<file path="src/rtl/fp16_pkg.sv">
// fp16_pkg: FP16 field constants, helpers and squarer state encoding.
// Shared by the squarer and the square-root unit.
package fp16_pkg;

  localparam int FP16_BIAS   = 15;
  localparam int FP16_EXP_W  = 5;
  localparam int FP16_FRAC_W = 10;

  localparam logic [15:0] FP16_QNAN = 16'h7E00;
  localparam logic [15:0] FP16_PINF = 16'h7C00;

  typedef enum logic [1:0] {
    IDLE,
    MUL,
    NORM,
    DONE
  } sq_state_t;

  function automatic logic [FP16_EXP_W-1:0] fp16_exp(
    input logic [15:0] v
  );
    return v[14:10];
  endfunction

  function automatic logic [FP16_FRAC_W-1:0] fp16_frac(
    input logic [15:0] v
  );
    return v[9:0];
  endfunction

  // significand with the hidden bit restored for normal numbers
  function automatic logic [FP16_FRAC_W:0] fp16_sig(
    input logic [15:0] v
  );
    return {v[14:10] != '0, v[9:0]};
  endfunction

endpackage

</file>
<file path="src/rtl/fp16_square_if.sv">
// fp16_square_if: valid/ready operand and result channels of the squarer.
// master drives operands and takes results, slave is the squarer.
interface fp16_square_if;
  logic        in_valid;
  logic        in_ready;
  logic [15:0] x;
  logic        out_valid;
  logic        out_ready;
  logic [15:0] y;
  logic        ovf;
  logic        unf;

  modport master (
    output in_valid, x, out_ready,
    input  in_ready, out_valid, y, ovf, unf
  );

  modport slave (
    input  in_valid, x, out_ready,
    output in_ready, out_valid, y, ovf, unf
  );
endinterface

</file>
<file path="src/rtl/fp16_mant_mul_seq.sv">
// fp16_mant_mul_seq: WxW sequential shift-add multiplier, one bit per cycle.
// done is high during the last add cycle; product is final the cycle after.
module fp16_mant_mul_seq #(
  parameter int W = 11
) (
  input  logic           clk,
  input  logic           reset,
  input  logic           start,
  input  logic [W-1:0]   a,
  input  logic [W-1:0]   b,
  output logic           busy,
  output logic           done,
  output logic [2*W-1:0] product
);
  localparam int CW = $clog2(W);
  localparam logic [CW-1:0] LAST = CW'(W - 1);

  logic [CW-1:0]  cnt;
  logic [2*W-1:0] mcand;
  logic [W-1:0]   mb;

  assign done = busy && (cnt == LAST);

  always_ff @(posedge clk or negedge reset) begin
    if (!reset) begin
      busy    <= 1'b0;
      cnt     <= '0;
      mcand   <= '0;
      mb      <= '0;
      product <= '0;
    end else if (start) begin
      busy    <= 1'b1;
      cnt     <= '0;
      mcand   <= {{W{1'b0}}, a};
      mb      <= b;
      product <= '0;
    end else if (busy) begin
      if (mb[0])
        product <= product + mcand;
      mcand <= mcand << 1;
      mb    <= mb >> 1;
      cnt   <= cnt + CW'(1);
      if (done)
        busy <= 1'b0;
    end
  end
endmodule

</file>
<file path="src/rtl/fp16_square.sv">
// fp16_square: iterative FP16 squarer y = x*x, result 12 cycles after accept.
// Define FP16_SQUARE_RNE_EN for round-to-nearest-even, else truncation.
module fp16_square
  import fp16_pkg::*;
#(
  parameter int DATA_WIDTH = 16,
  parameter int MANT_W     = 11
) (
  input  logic         clk,
  input  logic         reset,
  fp16_square_if.slave io
);
`ifdef FP16_SQUARE_RNE_EN
  localparam bit RNE = 1'b1;
`else
  localparam bit RNE = 1'b0;
`endif

  sq_state_t state, nxt;

  logic [DATA_WIDTH-2:0] xr;
  logic [2*MANT_W-1:0]   p;
  logic                  mbusy, mdone, start;
  logic [15:0]           y_q, y_n;
  logic                  ovf_q, ovf_n, unf_q, unf_n;

  logic [FP16_EXP_W-1:0]  ex;
  logic [FP16_FRAC_W-1:0] frac;
  logic                   g, s, up, c;
  logic signed [7:0]      be;
  logic                   nan, inf, zro, fin, of, uf, nrm;

  assign start        = io.in_valid && (state == IDLE);
  assign io.in_ready  = state == IDLE;
  assign io.out_valid = state == DONE;
  assign io.y         = y_q;
  assign io.ovf       = ovf_q;
  assign io.unf       = unf_q;

  fp16_mant_mul_seq #(.W(MANT_W)) u_mul (
    .clk     (clk),
    .reset   (reset),
    .start   (start),
    .a       (fp16_sig(io.x)),
    .b       (fp16_sig(io.x)),
    .busy    (mbusy),
    .done    (mdone),
    .product (p)
  );

  always_ff @(posedge clk or negedge reset) begin
    if (!reset) begin
      state <= IDLE;
      xr    <= '0;
      y_q   <= '0;
      ovf_q <= 1'b0;
      unf_q <= 1'b0;
    end else begin
      state <= nxt;
      if (start)
        xr <= io.x[DATA_WIDTH-2:0];
      if (state == NORM) begin
        y_q   <= y_n;
        ovf_q <= ovf_n;
        unf_q <= unf_n;
      end
    end
  end

  always_comb begin
    nxt = state;
    unique case (state)
      IDLE:    if (start) nxt = MUL;
      MUL:     if (mbusy && mdone) nxt = NORM;
      NORM:    nxt = DONE;
      DONE:    if (io.out_ready) nxt = IDLE;
      default: nxt = IDLE;
    endcase
  end

  always_comb begin
    ex = fp16_exp({1'b0, xr});
    be = (($signed({3'b000, ex}) - 8'sd15) <<< 1) + 8'sd15;
    if (p[21]) begin
      be   = be + 8'sd1;
      frac = p[20:11];
      g    = p[10];
      s    = |p[9:0];
    end else begin
      frac = p[19:10];
      g    = p[9];
      s    = |p[8:0];
    end
    // mantissa carry-out of rounding bumps the exponent
    up        = RNE && g && (s || frac[0]);
    {c, frac} = {1'b0, frac} + {10'd0, up};
    if (c)
      be = be + 8'sd1;

    nan = (ex == '1) && (fp16_frac({1'b0, xr}) != '0);
    inf = (ex == '1) && !nan;
    zro = ex == '0;
    fin = !nan && !inf && !zro;
    of  = fin && (be > 8'sd30);
    uf  = fin && (be < 8'sd1);
    nrm = fin && !of && !uf;

    y_n   = '0;
    ovf_n = 1'b0;
    unf_n = 1'b0;
    unique case (1'b1)
      nan: y_n = FP16_QNAN;
      inf: y_n = FP16_PINF;
      zro: y_n = '0;
      of: begin
        y_n   = FP16_PINF;
        ovf_n = 1'b1;
      end
      uf:  unf_n = 1'b1;
      nrm: y_n = {1'b0, be[4:0], frac};
      default: ;
    endcase
  end
endmodule
</file>
<file path="src/flat_wrapper.sv">
// flat-port wrapper written by rule: the top's interface ports become plain ports
module fp16_square_flat import fp16_pkg::*;
#(
  parameter int DATA_WIDTH = 16,
  parameter int MANT_W     = 11
)
  (clk, reset, io_in_valid, io_x, io_out_ready, io_in_ready, io_out_valid, io_y, io_ovf, io_unf);
  fp16_square_if io_i ();
  input  logic clk;
  input  logic reset;
  input wire logic [$bits(io_i.in_valid)-1:0] io_in_valid;
  input wire logic [$bits(io_i.x)-1:0] io_x;
  input wire logic [$bits(io_i.out_ready)-1:0] io_out_ready;
  output wire logic [$bits(io_i.in_ready)-1:0] io_in_ready;
  output wire logic [$bits(io_i.out_valid)-1:0] io_out_valid;
  output wire logic [$bits(io_i.y)-1:0] io_y;
  output wire logic [$bits(io_i.ovf)-1:0] io_ovf;
  output wire logic [$bits(io_i.unf)-1:0] io_unf;
  assign io_i.in_valid = io_in_valid;
  assign io_i.x = io_x;
  assign io_i.out_ready = io_out_ready;
  assign io_in_ready = io_i.in_ready;
  assign io_out_valid = io_i.out_valid;
  assign io_y = io_i.y;
  assign io_ovf = io_i.ovf;
  assign io_unf = io_i.unf;
  fp16_square #(.DATA_WIDTH(DATA_WIDTH), .MANT_W(MANT_W)) u_core (.clk(clk), .reset(reset), .io(io_i));
endmodule
</file>
<file path="config.mk">
export PLATFORM = sky130hd
export DESIGN_NAME = fp16_square_flat
export DESIGN_NICKNAME = d
export VERILOG_FILES = /design/src/rtl/fp16_pkg.sv /design/src/rtl/fp16_square_if.sv /design/src/rtl/fp16_mant_mul_seq.sv /design/src/rtl/fp16_square.sv /design/src/flat_wrapper.sv
export SDC_FILE = /design/constraint.sdc
export NUM_CORES = 1
export LEC_CHECK = 0
export ABC_AREA = 1
export CORE_MARGIN = 4
export CORE_UTILIZATION = 55
export DETAILED_ROUTE_END_ITERATION = 7
export PLACE_DENSITY_LB_ADDON = 0.05
export SLEW_MARGIN = 25
export SYNTH_ARGS = -nofsm -noshare
export SYNTH_HDL_FRONTEND = slang
export SYNTH_SLANG_ARGS = --single-unit
</file>
<file path="constraint.sdc">
create_clock -name clk -period 3.15 [get_ports clk]
set_input_delay 0.945 -clock clk [delete_from_list [all_inputs] [get_ports clk]]
set_output_delay 0.945 -clock clk [all_outputs]
set_load 0.01 [all_outputs]
</file>
==> summary.txt, run 1 <==
Max Freq = 381 MHz
Largest net degree at the start of global routing = 59
Die ar. = 11400 sq um
DR iter-0 viols = 362
Worst path cell trace = ha_1 > nand2_1 > nor2_1 > ha_1 > inv_1 > nand3_1 > nand2_1 > nand2_1 > nand2_1 > nand2_1 > nor2_2 > nand3_2 > nand2_1 > nand2_1 > nor2_2 > a21oi_1
Setup_tns = 0 ns
Routing usage on met3 = 2.65%
RSZ-0062 raised after global routing = false
Num CTS Buffers = 9
Crit path max-delay family = simple AND/OR/NAND/NOR gates
GRT met1 Usage = 32.4%
Final Slew Violations = 0
Vias in the first global route = 4285
DRC viols = 0
Worst Hold End = u_core.u_mul.cnt[3]$_DFFE_PN0P_
Buffers added on ports = 37
Worst slew pin tran = 0.712 ns
Grt total ovfl = 0
Status = completed
Avg Vias per Cell = 5.56
Routed WL per cell = 14.8 um
Setup Crit Path Kind = reg -> reg
Hold path start = u_core.u_mul.cnt[3]$_DFFE_PN0P_
Synth Instances = 676
Htree depth = 3
Final #Nets = 762
Global-route track usage on met2 = 37.4%
EDFF count, synth = 0
Worst reg2reg setup slack = 0.52 ns
CORE AREA = 9370 sq um
CTS tree = done
Worst Hold Class = reg -> reg
Worst-Skew Late Latency = 0.37 ns
Ys flop type = dfrtp_1
CTS-repair resized insts = 0
Post-synth top area cell = dfrtp_1
Post-route antenna net violation count = 0
Synth async-reset ratio = 100%
Die extent in y = 107 um
Area occupied by multi-input gates = 2710 sq um
Post-CTS Setup Inserts = 0
Sequential area share after synthesis = 43.7%
CP endpoint kind = flop
Antenna cells = 0
Site Rows = 35
Max stage delay cell, worst path = dfrtp_1
CP bufs+invs = 1
Setup WS post-layout = 0.524 ns
Synth cell count leaders = nand2_1 (130), dfrtp_1 (94), o21ai_0 (85)
First-pass GRT wire length = 21000 um
Post-Route WL = 12500 um
Hold Worst Slack = 0.474 ns
Initial core utilization = 57.4%
Top cell by count, worst path = nand2_1
Slowest Stage Delay on Critical Path = 0.48 ns
Syn avg cell area = 7.96 sq um
Top-count cell post-synth = nand2_1
Yosys cell types = 36
Reg2reg start = u_core.xr[10]$_DFFE_PN0P_
Layout area overhead = 13.5%
Worst endpoint required time = 3.41 ns
Reg2reg end = u_core.io.y[11]$_DFFE_PN0P_
Total chip power = 0.00641 W
Clock-pin slew on the worst setup and hold paths = 0.11 ns
Setup Viol. Count Final = 0
Syn_nets = 730
Yosys reg bits = 94
Via count = 4681
Post-detail-place hpwl = 9160 um
DRT Pass-1 Iters = 5
Hold Violations, Final = 0
R2R cell count = 16
GP Congestion = 0.952
Fraction of layout cells with a size suffix above 1 = 6.59%
Yosys Warn Count = 0
Initial antenna violation count = 0
Lkg Pwr = 2.92 nW
Top-level port count = 40
Worst-case clock buffer depth = 2
Fin crit period = 2.63 ns
Area share of the leading cell type in the synthesized netlist = 43.7%
Fill count = 847
Hold_buf cts = 0
Maxcap violations = 0
Critical Path AT = 2.88 ns
Worst VDD drop = 0.000441 V
Rel. slew slack = 52.6%
Mapped cell area = 5380 sq um
Post-route clock skew = 0.0141 ns
Sequential cell area = 2350 sq um
Crit Path Max Fanout = 7
Critical path launch point type = flop
Chip width = 107 um
Cell area power density = 1050 nW/um^2
Num Clock Sinks = 94
Root Buffer = clkbuf_8
Worst hold stages = 1
Pre-CTS worst setup slack = 0.326 ns
Total GRT Usage = 22.9%
Fin crit share = 83.4%
Area contributors post-synth = dfrtp_1 (44%), nand2_1 (9.1%), o21ai_0 (7.9%), ha_1 (7.7%), a21oi_1 (6.5%)
Gr busiest metal = met2
==> kinds of logic (layout without fill, tap and decap cells) <==
group	after synthesis	after routing	share of synthesized area, %
simple gates	260	260	20.7
compound gates	198	198	20.6
flops	94	94	43.7
buf+inv	83	120	5.91
fa+ha+maj	34	34	8.04
xor+xnor	6	6	0.977
other cells	1	1	0.0697
==> power by group <==
| part | leakage (nW) | total (W) | switching (W) | internal, W |
|---|---|---|---|---|
| combinational | 1.63 | 0.00340 | 0.00214 | 0.00126 |
| clock | 0.107 | 0.000859 | 0.000473 | 0.000386 |
| sequential | 1.18 | 0.00215 | 0.000419 | 0.00174 |
| total | 2.92 | 0.00641 | 0.00304 | 0.00338 |
==> cell type report <==
type                            instances  share of cell area [%]
Clock buffer                            9                    2.03
Clock inverter                          7                    1.39
Inverter                               59                    3.63
Multi-Input combinational cell        499                    44.4
Sequential cell                        94                    38.5
Tap cell                              129                    2.64
Timing Repair Buffer                   45                    7.41
==> registers in the layout, summed over array words and instances (netlist names) <==
name                  count
u_core.io.ovf             1
u_core.io.unf             1
u_core.u_mul.busy         1
u_core.u_mul.cnt          4
u_core.u_mul.mb          11
u_core.u_mul.mcand       22
u_core.io.y              15
u_core.xr                15
u_core.u_mul.product     22
u_core.state              2
==> routing by layer <==
layer / vias up / wire, um / share of wire [%]
li1: 2361 / - / -
met1: 2192 / 5860 / 47
met2: 111 / 5950 / 48
met3: 17 / 484 / 3.9
met4: 0 / 195 / 1.6
met5: - / 0 / 0
==> worst reg2reg max path, delay by kind of cell, from the launching register on <==
family | cells | cell delay [ns]
adders and majority gates | 2 | 0.55
buffers and inverters | 1 | 0.11
DFF | 1 | 0.48
AOI/OAI and AO/OA | 1 | 0.09
and+or+nand+nor | 12 | 1.30
==> cell usage in the layout, fill, tap and decap left out, types with 5 or more instances in the layout <==
| cell | count |
|---|---|
| clkdlybuf4s50_1 | 36 |
| o21ai_2 | 9 |
| a21o_1 | 6 |
| inv_1 | 58 |
| o22ai_1 | 5 |
| clkbuf_8 | 9 |
| dfrtp_1 | 94 |
| xor2_1 | 6 |
| nand4_1 | 9 |
| nor2_1 | 61 |
| ha_1 | 33 |
| nor3_1 | 6 |
| o21ai_0 | 85 |
| buf_4 | 7 |
| o31ai_1 | 6 |
| nand2_1 | 130 |
| nand3_1 | 39 |
| a21oi_1 | 70 |
==> through the flow <==
stage	instances	utilization, %	cell area [sq um]
after global routing	842	65.2	6110
after floorplan	676	-	5380
after CTS	842	65.2	6110
final	842	65.2	6110
after detailed placement	826	63.0	5900
after global placement	826	63.0	5900
==> how the worst max path moves through the flow <==
stage	from	end	slack, ns	depth (start not counted)
2_1_floorplan	u_core.xr[10]$_DFFE_PN0P_	u_core.io.y[10]$_DFFE_PN0P_	0.87	16
3_3_place_gp	io_in_valid	u_core.u_mul.product[1]$_DFFE_PN0P_	0.37	5
3_5_place_dp	io_in_valid	u_core.u_mul.product[12]$_DFFE_PN0P_	0.33	5
4_1_cts	u_core.xr[10]$_DFFE_PN0P_	u_core.io.y[11]$_DFFE_PN0P_	0.51	16
5_1_grt	u_core.xr[10]$_DFFE_PN0P_	u_core.io.y[14]$_DFFE_PN0P_	0.18	16
6_report	u_core.xr[10]$_DFFE_PN0P_	u_core.io.y[11]$_DFFE_PN0P_	0.52	16
Power figures use the tool's default switching activity.
==> run 2, diff against run 1 <==
--- a/config.mk
+++ b/config.mk
@@ -7,7 +7,7 @@
 export LEC_CHECK = 0
 export ABC_AREA = 1
 export CORE_MARGIN = 4
-export CORE_UTILIZATION = 55
+export CORE_UTILIZATION = 53
 export DETAILED_ROUTE_END_ITERATION = 7
 export PLACE_DENSITY_LB_ADDON = 0.05
 export SLEW_MARGIN = 25
==> constraint.sdc (replaced) <==
create_clock -name clk -period 2.3 [get_ports clk]
set_input_delay 0.69 -clock clk [delete_from_list [all_inputs] [get_ports clk]]
set_output_delay 0.69 -clock clk [all_outputs]
set_load 0.01 [all_outputs]
==> run 2 against run 1 <==
  * The flow now finishes with violations (negative setup slack)
  * Maximum frequency rose by 13%
  * Hold slack got worse by 0.31 ns
  * Setup slack got worse by 0.55 ns
  * Clock skew fell by 0.0026 ns
  * Register-to-register slack got worse by 0.55 ns
  * Sequential power rose by 36%
  * Sequential cell count did not move
  * Critical path depth rose by 1
  * Count of clock-buffer cells in the layout rose by 1
  * Global-route usage rose by 0.56 points
  * Critical endpoint is now u_core.io.y[9]$_DFFE_PN0P_
==> summary.txt, run 2 (synthesis gave the netlist of run 1 again) <==
Status = complete, but fails checks
Failing checks = negative setup slack
Worst reg2reg setup slack = -0.02 ns (-0.55 ns)
Post-detail-place hpwl = 9650 um (+5.3%)
GRT met1 Usage = 31.5% (-0.84 points)
Grt total ovfl = 0 (unchanged)
Chip width = 109 um (+1.7%)
Commonest non-fill, non-tap cell in the layout = nand2_1
Hold Violations, Final = 0 (unchanged)
Largest net degree at the start of global routing = 57 (-3.4%)
Worst slew pin tran = 0.626 ns (-0.0854 ns)
Site Rows = 36 (+2.9%)
Max Freq = 431 MHz (+13%)
First-pass GRT wire length = 22000 um (+4.5%)
Top-level port count = 40 (unchanged)
Hold_buf cts = 0 (unchanged)
Fill count = 863 (+1.9%)
Setup Crit Path Kind = reg -> reg
Crit Path Max Fanout = 4 (-3)
Maxcap violations = 0 (unchanged)
Lkg Pwr = 3.11 nW (+6.4%)
Worst endpoint required time = 2.61 ns (-0.80 ns)
Initial antenna violation count = 0 (unchanged)
Worst-case clock buffer depth = 2 (unchanged)
Avg Vias per Cell = 5.48 (-1.4%)
DR iter-0 viols = 335 (-7.5%)
Max stage delay cell, worst path = dfrtp_1
DRC viols = 0 (unchanged)
Antenna cells = 0 (unchanged)
RSZ-0062 raised after global routing = true
Via count = 4802 (+2.6%)
Num CTS Buffers = 9 (unchanged)
Post-route clock skew = 0.0115 ns (-0.00261 ns)
Total GRT Usage = 23.5% (+0.56 points)
Slowest Stage Delay on Critical Path = 0.43 ns (-0.05 ns)
Buffers added on ports = 37 (unchanged)
GP Congestion = 0.883 (-7.2%)
Initial core utilization = 54.8% (-2.6 points)
Worst Hold Class = in -> async
Cell area power density = 1480 nW/um^2 (+41%)
Commonest cells after routing, fill and taps aside = nand2_1 (116), dfrtp_1 (94), o21ai_0 (82), a21oi_1 (64), nor2_1 (56)
Placed inst area = 6050 sq um (+2.5%)
Post-route antenna net violation count = 0 (unchanged)
Htree depth = 3 (unchanged)
Worst path cell trace = ha_4 > buf_4 > inv_1 > nand2_1 > nand2_2 > nand2_4 > nand2_4 > nand3_4 > nor2_4 > nand2_2 > nand2_2 > nor2_4 > buf_4 > a21boi_4 > buf_12 > nand3_1 > a21oi_2
R2R cell count = 17 (+1)
Setup_tns = -0.0415 ns (-0.0415 ns)
CTS tree = done
Num Clock Sinks = 94 (unchanged)
Fin crit share = 101% (+18 points)
Total chip power = 0.00973 W (+52%)
Area occupied by multi-input gates = 2940 sq um (+8.4%)
CP endpoint kind = flop
Reg2reg end = u_core.io.y[9]$_DFFE_PN0P_
Rel. slew slack = 57.7% (+5.1 points)
Worst-Skew Late Latency = 0.37 ns (about the same)
Sequential cell area = 2350 sq um (unchanged)
Non-Filler Instances = 876 (+4.0%)
Core Util, Final = 67.0% (+1.8 points)
Final Slew Violations = 0 (unchanged)
Clock-pin slew on the worst setup and hold paths = 0.10 ns (about the same)
Critical path launch point type = flop
Design area = 6580 sq um (+7.7%)
Setup WS post-layout = -0.0227 ns (-0.546 ns)
Layout area overhead = 22.3%
Reg2reg start = u_core.xr[11]$_DFFE_PN0P_
Global-route track usage on met2 = 40.0% (+2.6 points)
Top cell by count, worst path = nand2_2
Fraction of layout cells with a size suffix above 1 = 15.7% (+9.2 points)
Setup Viol. Count Final = 3 (+3)
Routed WL per cell = 15.6 um (+4.9%)
Die extent in y = 109 um (+1.7%)
Post-Route WL = 13600 um (+9.1%)
Placed Cells = 849 (+2.8%)
Vias in the first global route = 4611 (+7.6%)
Critical Path AT = 2.63 ns (-0.25 ns)
Gr busiest metal = met2
CORE AREA = 9820 sq um (+4.8%)
Fin crit period = 2.32 ns (-0.304 ns)
Top Registers = u_core.u_mul.mcand (22), u_core.u_mul.product (22)
Die ar. = 11800 sq um (+3.5%)
Final #Nets = 792 (+3.9%)
Root Buffer = clkbuf_8
DRT Pass-1 Iters = 5 (unchanged)
Routing usage on met3 = 2.90% (+0.25 points)
Worst VDD drop = 0.000686 V (+55%)
-- run 2: how the worst max path moves through the flow --
stage                     depth (start not counted)                 startpoint                     endpoint  slack, ns
after global routing                             13  u_core.xr[10]$_DFFE_PN0P_  u_core.io.y[12]$_DFFE_PN0P_      -0.18
after detailed placement                         16  u_core.xr[10]$_DFFE_PN0P_  u_core.io.y[10]$_DFFE_PN0P_      -0.05
final                                            17  u_core.xr[11]$_DFFE_PN0P_   u_core.io.y[9]$_DFFE_PN0P_      -0.02
after floorplan                                  16  u_core.xr[10]$_DFFE_PN0P_  u_core.io.y[10]$_DFFE_PN0P_       0.02
after CTS                                        15  u_core.xr[11]$_DFFE_PN0P_   u_core.io.y[3]$_DFFE_PN0P_      -0.02
after global placement                           16  u_core.xr[10]$_DFFE_PN0P_  u_core.io.y[10]$_DFFE_PN0P_       0.03
-- run 2: timing repair --
item,in CTS,in global routing
gates resized for setup,15,50
setup endpoints to repair,15,25
buffers inserted,3,8
pin swaps,13,20
gates cloned,0,1
-- run 2: critical path, delay by kind of cell (launching register included) --
kind | cells | cell delay [ns]
AO/OA/AOI/OAI | 2 | 0.32
AND/OR/NAND/NOR | 10 | 0.86
flip-flops | 1 | 0.43
adder cells (fa/ha/maj) | 1 | 0.18
buffers and inverters | 4 | 0.47
-- run 2: final cells by class --
class | count | share of cell area (%)
clock buffers | 10 | 2.09
repair buffers | 74 | 10.5
flip-flops and latches | 94 | 35.7
inverters | 59 | 3.48
clock inverters | 6 | 0.951
well taps | 133 | 2.53
multi-input cells | 500 | 44.7
-- run 2: power by group --
group	switching, W	internal, W
Sequential	0.000540	0.00238
Combinational	0.00345	0.00226
Clock	0.000656	0.000451
Total	0.00464	0.00509
-- run 2: layer usage --
layer | wire length [um] | part of all wire, % | up-vias
met5 | 0 | 0 | -
li1 | - | - | 2417
met4 | 229 | 1.7 | 0
met1 | 6050 | 44 | 2259
met2 | 6810 | 50 | 110
met3 | 541 | 4.0 | 16
-- run 2: stage by stage --
| step | hold slack, ns | setup WS (ns) |
|---|---|---|
| 4_1_cts | 0.165 | -0.0210 |
| 3_3_place_gp | 0.458 | 0.0266 |
| 2_1_floorplan | 0.394 | 0.0158 |
| 5_1_grt | 0.172 | -0.176 |
| 3_5_place_dp | 0.468 | -0.0482 |
| 6_report | 0.164 | -0.0227 |
==> run 3, diff against run 2 <==
--- a/config.mk
+++ b/config.mk
@@ -10,6 +10,7 @@
 export CORE_UTILIZATION = 53
 export DETAILED_ROUTE_END_ITERATION = 7
 export PLACE_DENSITY_LB_ADDON = 0.05
+export RECOVER_POWER = 100
 export SLEW_MARGIN = 25
 export SYNTH_ARGS = -nofsm -noshare
 export SYNTH_HDL_FRONTEND = slang
==> run 3 against run 2 <==
  * The flow still finishes with violations (negative setup slack)
  * Core utilization shrank 0.55 points
  * Sequential power is essentially flat
  * Critical path depth is the same
  * Clock power is essentially flat
  * Final area shrank 0.82%
  * Non-clock buffer count is the same
  * Register-to-register slack is essentially flat
  * Setup slack gained 0.0084 ns
  * Via count is essentially flat
  * Global-route usage is the same
  * Hold slack gained 0.24 ns
  * Sequential share of layout area grew 0.29 points
  * Critical path type unchanged
  * Critical endpoint unchanged
  * Largest power group unchanged
  * Highest routed layer unchanged
==> summary.txt, run 3 (synthesis gave the netlist of run 1 again) <==
Status = complete, but fails checks
Failing checks = negative setup slack
Commonest cells after routing, fill and taps aside = nand2_1 (116), dfrtp_1 (94), o21ai_0 (83), a21oi_1 (64), nor2_1 (56)
Setup_tns = -0.0209 ns (+0.0206 ns)
Crit Path Max Fanout = 4 (unchanged)
Sequential share of power = 30.3% (+0.3 points)
Num Clock Sinks = 94 (unchanged)
Critical path launch point type = flop
Top-level port count = 40 (unchanged)
Avg Vias per Cell = 5.48 (about the same)
DRC viols = 0 (unchanged)
Placed inst area = 6050 sq um (unchanged)
Area occupied by multi-input gates = 2940 sq um (unchanged)
Clock power share = 11.5% (about the same)
Routed WL per cell = 15.4 um (-0.88%)
Buffers added on ports = 37 (unchanged)
Clock-pin slew on the worst setup and hold paths = 0.10 ns (about the same)
Root Buffer = clkbuf_8
Setup Crit Path Kind = reg -> reg
Critical Path AT = 2.62 ns (about the same)
Initial core utilization = 54.8% (unchanged)
DR iter-0 viols = 300 (-10%)
Initial antenna violation count = 0 (unchanged)
Grt total ovfl = 0 (unchanged)
Worst VDD drop = 0.000682 V (-0.56%)
Post-detail-place hpwl = 9650 um (unchanged)
Hold Violations, Final = 0 (unchanged)
Hold Worst Slack = 0.408 ns (+0.244 ns)
Fraction of layout cells with a size suffix above 1 = 15.2% (-0.54 points)
Internal = 0.00499 W (-2.0%)
Worst Hold Class = in -> async
Post-Route WL = 13500 um (-0.88%)
Fill count = 873 (+1.2%)
Post-route clock skew = 0.0107 ns (-0.000810 ns)
Num CTS Buffers = 9 (unchanged)
Switching power = 0.00461 W (-0.66%)
RSZ-0062 raised after global routing = true
Final #Nets = 792 (unchanged)
CP endpoint kind = flop
Top Registers = u_core.u_mul.mcand (22), u_core.u_mul.product (22)
Max Freq = 432 MHz (+0.36%)
CTS tree = done
Worst reg2reg setup slack = -0.01 ns (about the same)
Design area = 6530 sq um (-0.82%)
Maxcap violations = 0 (unchanged)
Sequential cell area = 2350 sq um (unchanged)
Final Slew Violations = 0 (unchanged)
Chip width = 109 um (unchanged)
Setup WS post-layout = -0.0143 ns (+0.00843 ns)
Htree depth = 3 (unchanged)
Die extent in y = 109 um (unchanged)
CORE AREA = 9820 sq um (unchanged)
Worst endpoint required time = 2.61 ns (about the same)
GP Congestion = 0.883 (unchanged)
Post-route antenna net violation count = 0 (unchanged)
First-pass GRT wire length = 22000 um (unchanged)
Setup Viol. Count Final = 2 (-1)
DRT Pass-1 Iters = 5 (unchanged)
Pre-CTS worst setup slack = -0.0482 ns (unchanged)
Cell area power density = 1470 nW/um^2 (-0.57%)
Via count = 4801 (-0.021%)
Sw Share = 48.0% (+0.35 points)
Lkg Pwr = 3.11 nW (+0.16%)
Layout area overhead = 21.3%
Worst slew pin tran = 0.908 ns (+0.282 ns)
Total GRT Usage = 23.5% (unchanged)
Die ar. = 11800 sq um (unchanged)
Worst-case clock buffer depth = 2 (unchanged)
Antenna cells = 0 (unchanged)
Vias in the first global route = 4611 (unchanged)
Rel. slew slack = 39.4% (-18 points)
Combinational fraction of design power = 58.2% (-0.4 points)
Worst-Skew Late Latency = 0.37 ns (about the same)
Total chip power = 0.00960 W (-1.4%)
Commonest non-fill, non-tap cell in the layout = nand2_1
Largest net degree at the start of global routing = 57 (unchanged)
Fin crit period = 2.31 ns (-0.00843 ns)
Site Rows = 36 (unchanged)
Fin crit share = 101% (-0.37 points)
-- run 3: cell count changes in the layout (fill, tap and decap cells not counted), moves of 2 or more --
cell,previous run,this run
clkbuf_1,0,3
dlygate4sd3_1,0,17
clkdlybuf4s50_1,35,18
buf_12,3,1
clkbuf_2,0,6
buf_4,32,23
-- run 3: path summary, 6_finish.rpt --
| check | depth (start not counted) | endpoint | start |
|---|---|---|---|
| min in group clk | 1 | u_core.io.ovf$_DFFE_PN0P_ | u_core.io.ovf$_DFFE_PN0P_ |
| min reg2reg | 1 | u_core.io.ovf$_DFFE_PN0P_ | u_core.io.ovf$_DFFE_PN0P_ |
| max in group asynchronous | 2 | u_core.u_mul.mcand[10]$_DFFE_PN0P_ | reset |
| min | 1 | u_core.io.y[13]$_DFFE_PN0P_ | reset |
| max | 17 | u_core.io.y[9]$_DFFE_PN0P_ | u_core.xr[10]$_DFFE_PN0P_ |
| max reg2reg | 17 | u_core.io.y[9]$_DFFE_PN0P_ | u_core.xr[10]$_DFFE_PN0P_ |
-- run 3: what timing repair did --
action                     in CTS  in global routing
buffers inserted                3                  8
cloned                          0                  1
pin swaps                      13                 20
hold buffers                    0                  0
resized for setup              15                 50
setup endpoints to repair      15                 25
-- run 3: layout make-up --
type                    count  area share, %
flip-flops and latches     94           36.0
clock inverters             6          0.958
well taps                 133           2.55
clock buffers              10           2.11
repair buffers             74           9.79
inverters                  59           3.51
multi-input cells         500           45.0
-- run 3: metrics by stage --
stage               util (%)  instances
floorplan                  -        676
global placement        61.6        849
detailed placement      61.6        849
CTS                     64.3        868
global route            66.5        876
finish                  66.5        876
-- run 3: per-layer routing --
layer / track usage [%] / wire length, um / part of all wire [%]
met4: 6.67 / 229 / 1.7
met3: 2.90 / 494 / 3.7
met5: 0 / 0 / 0
met1: 31.5 / 6060 / 45
met2: 40.0 / 6730 / 50
-- run 3: critical path, stage by stage (launching register included) --
cell and delay (ns):
dfrtp_1 0.43, ha_4 0.19, buf_4 0.12, inv_1 0.06, nand2_1 0.08, nand2_2 0.10, nand2_4 0.09, nand2_4 0.09
nand3_4 0.08, nor2_4 0.14, nand2_2 0.06, nand2_2 0.08, nor2_4 0.04, buf_4 0.14, a21boi_4 0.18, buf_12 0.14
nand3_1 0.09, a21oi_2 0.14
-- run 3: power by group through the flow --
stage / Clock [W] / Combinational (W) / Sequential [W]
floorplan: 0 / 0.00344 / 0.00281
global placement: 0 / 0.00479 / 0.00289
detailed placement: 0 / 0.00494 / 0.00292
CTS: 0.00113 / 0.00508 / 0.00289
global route: 0.00121 / 0.00629 / 0.00299
finish: 0.00111 / 0.00558 / 0.00291
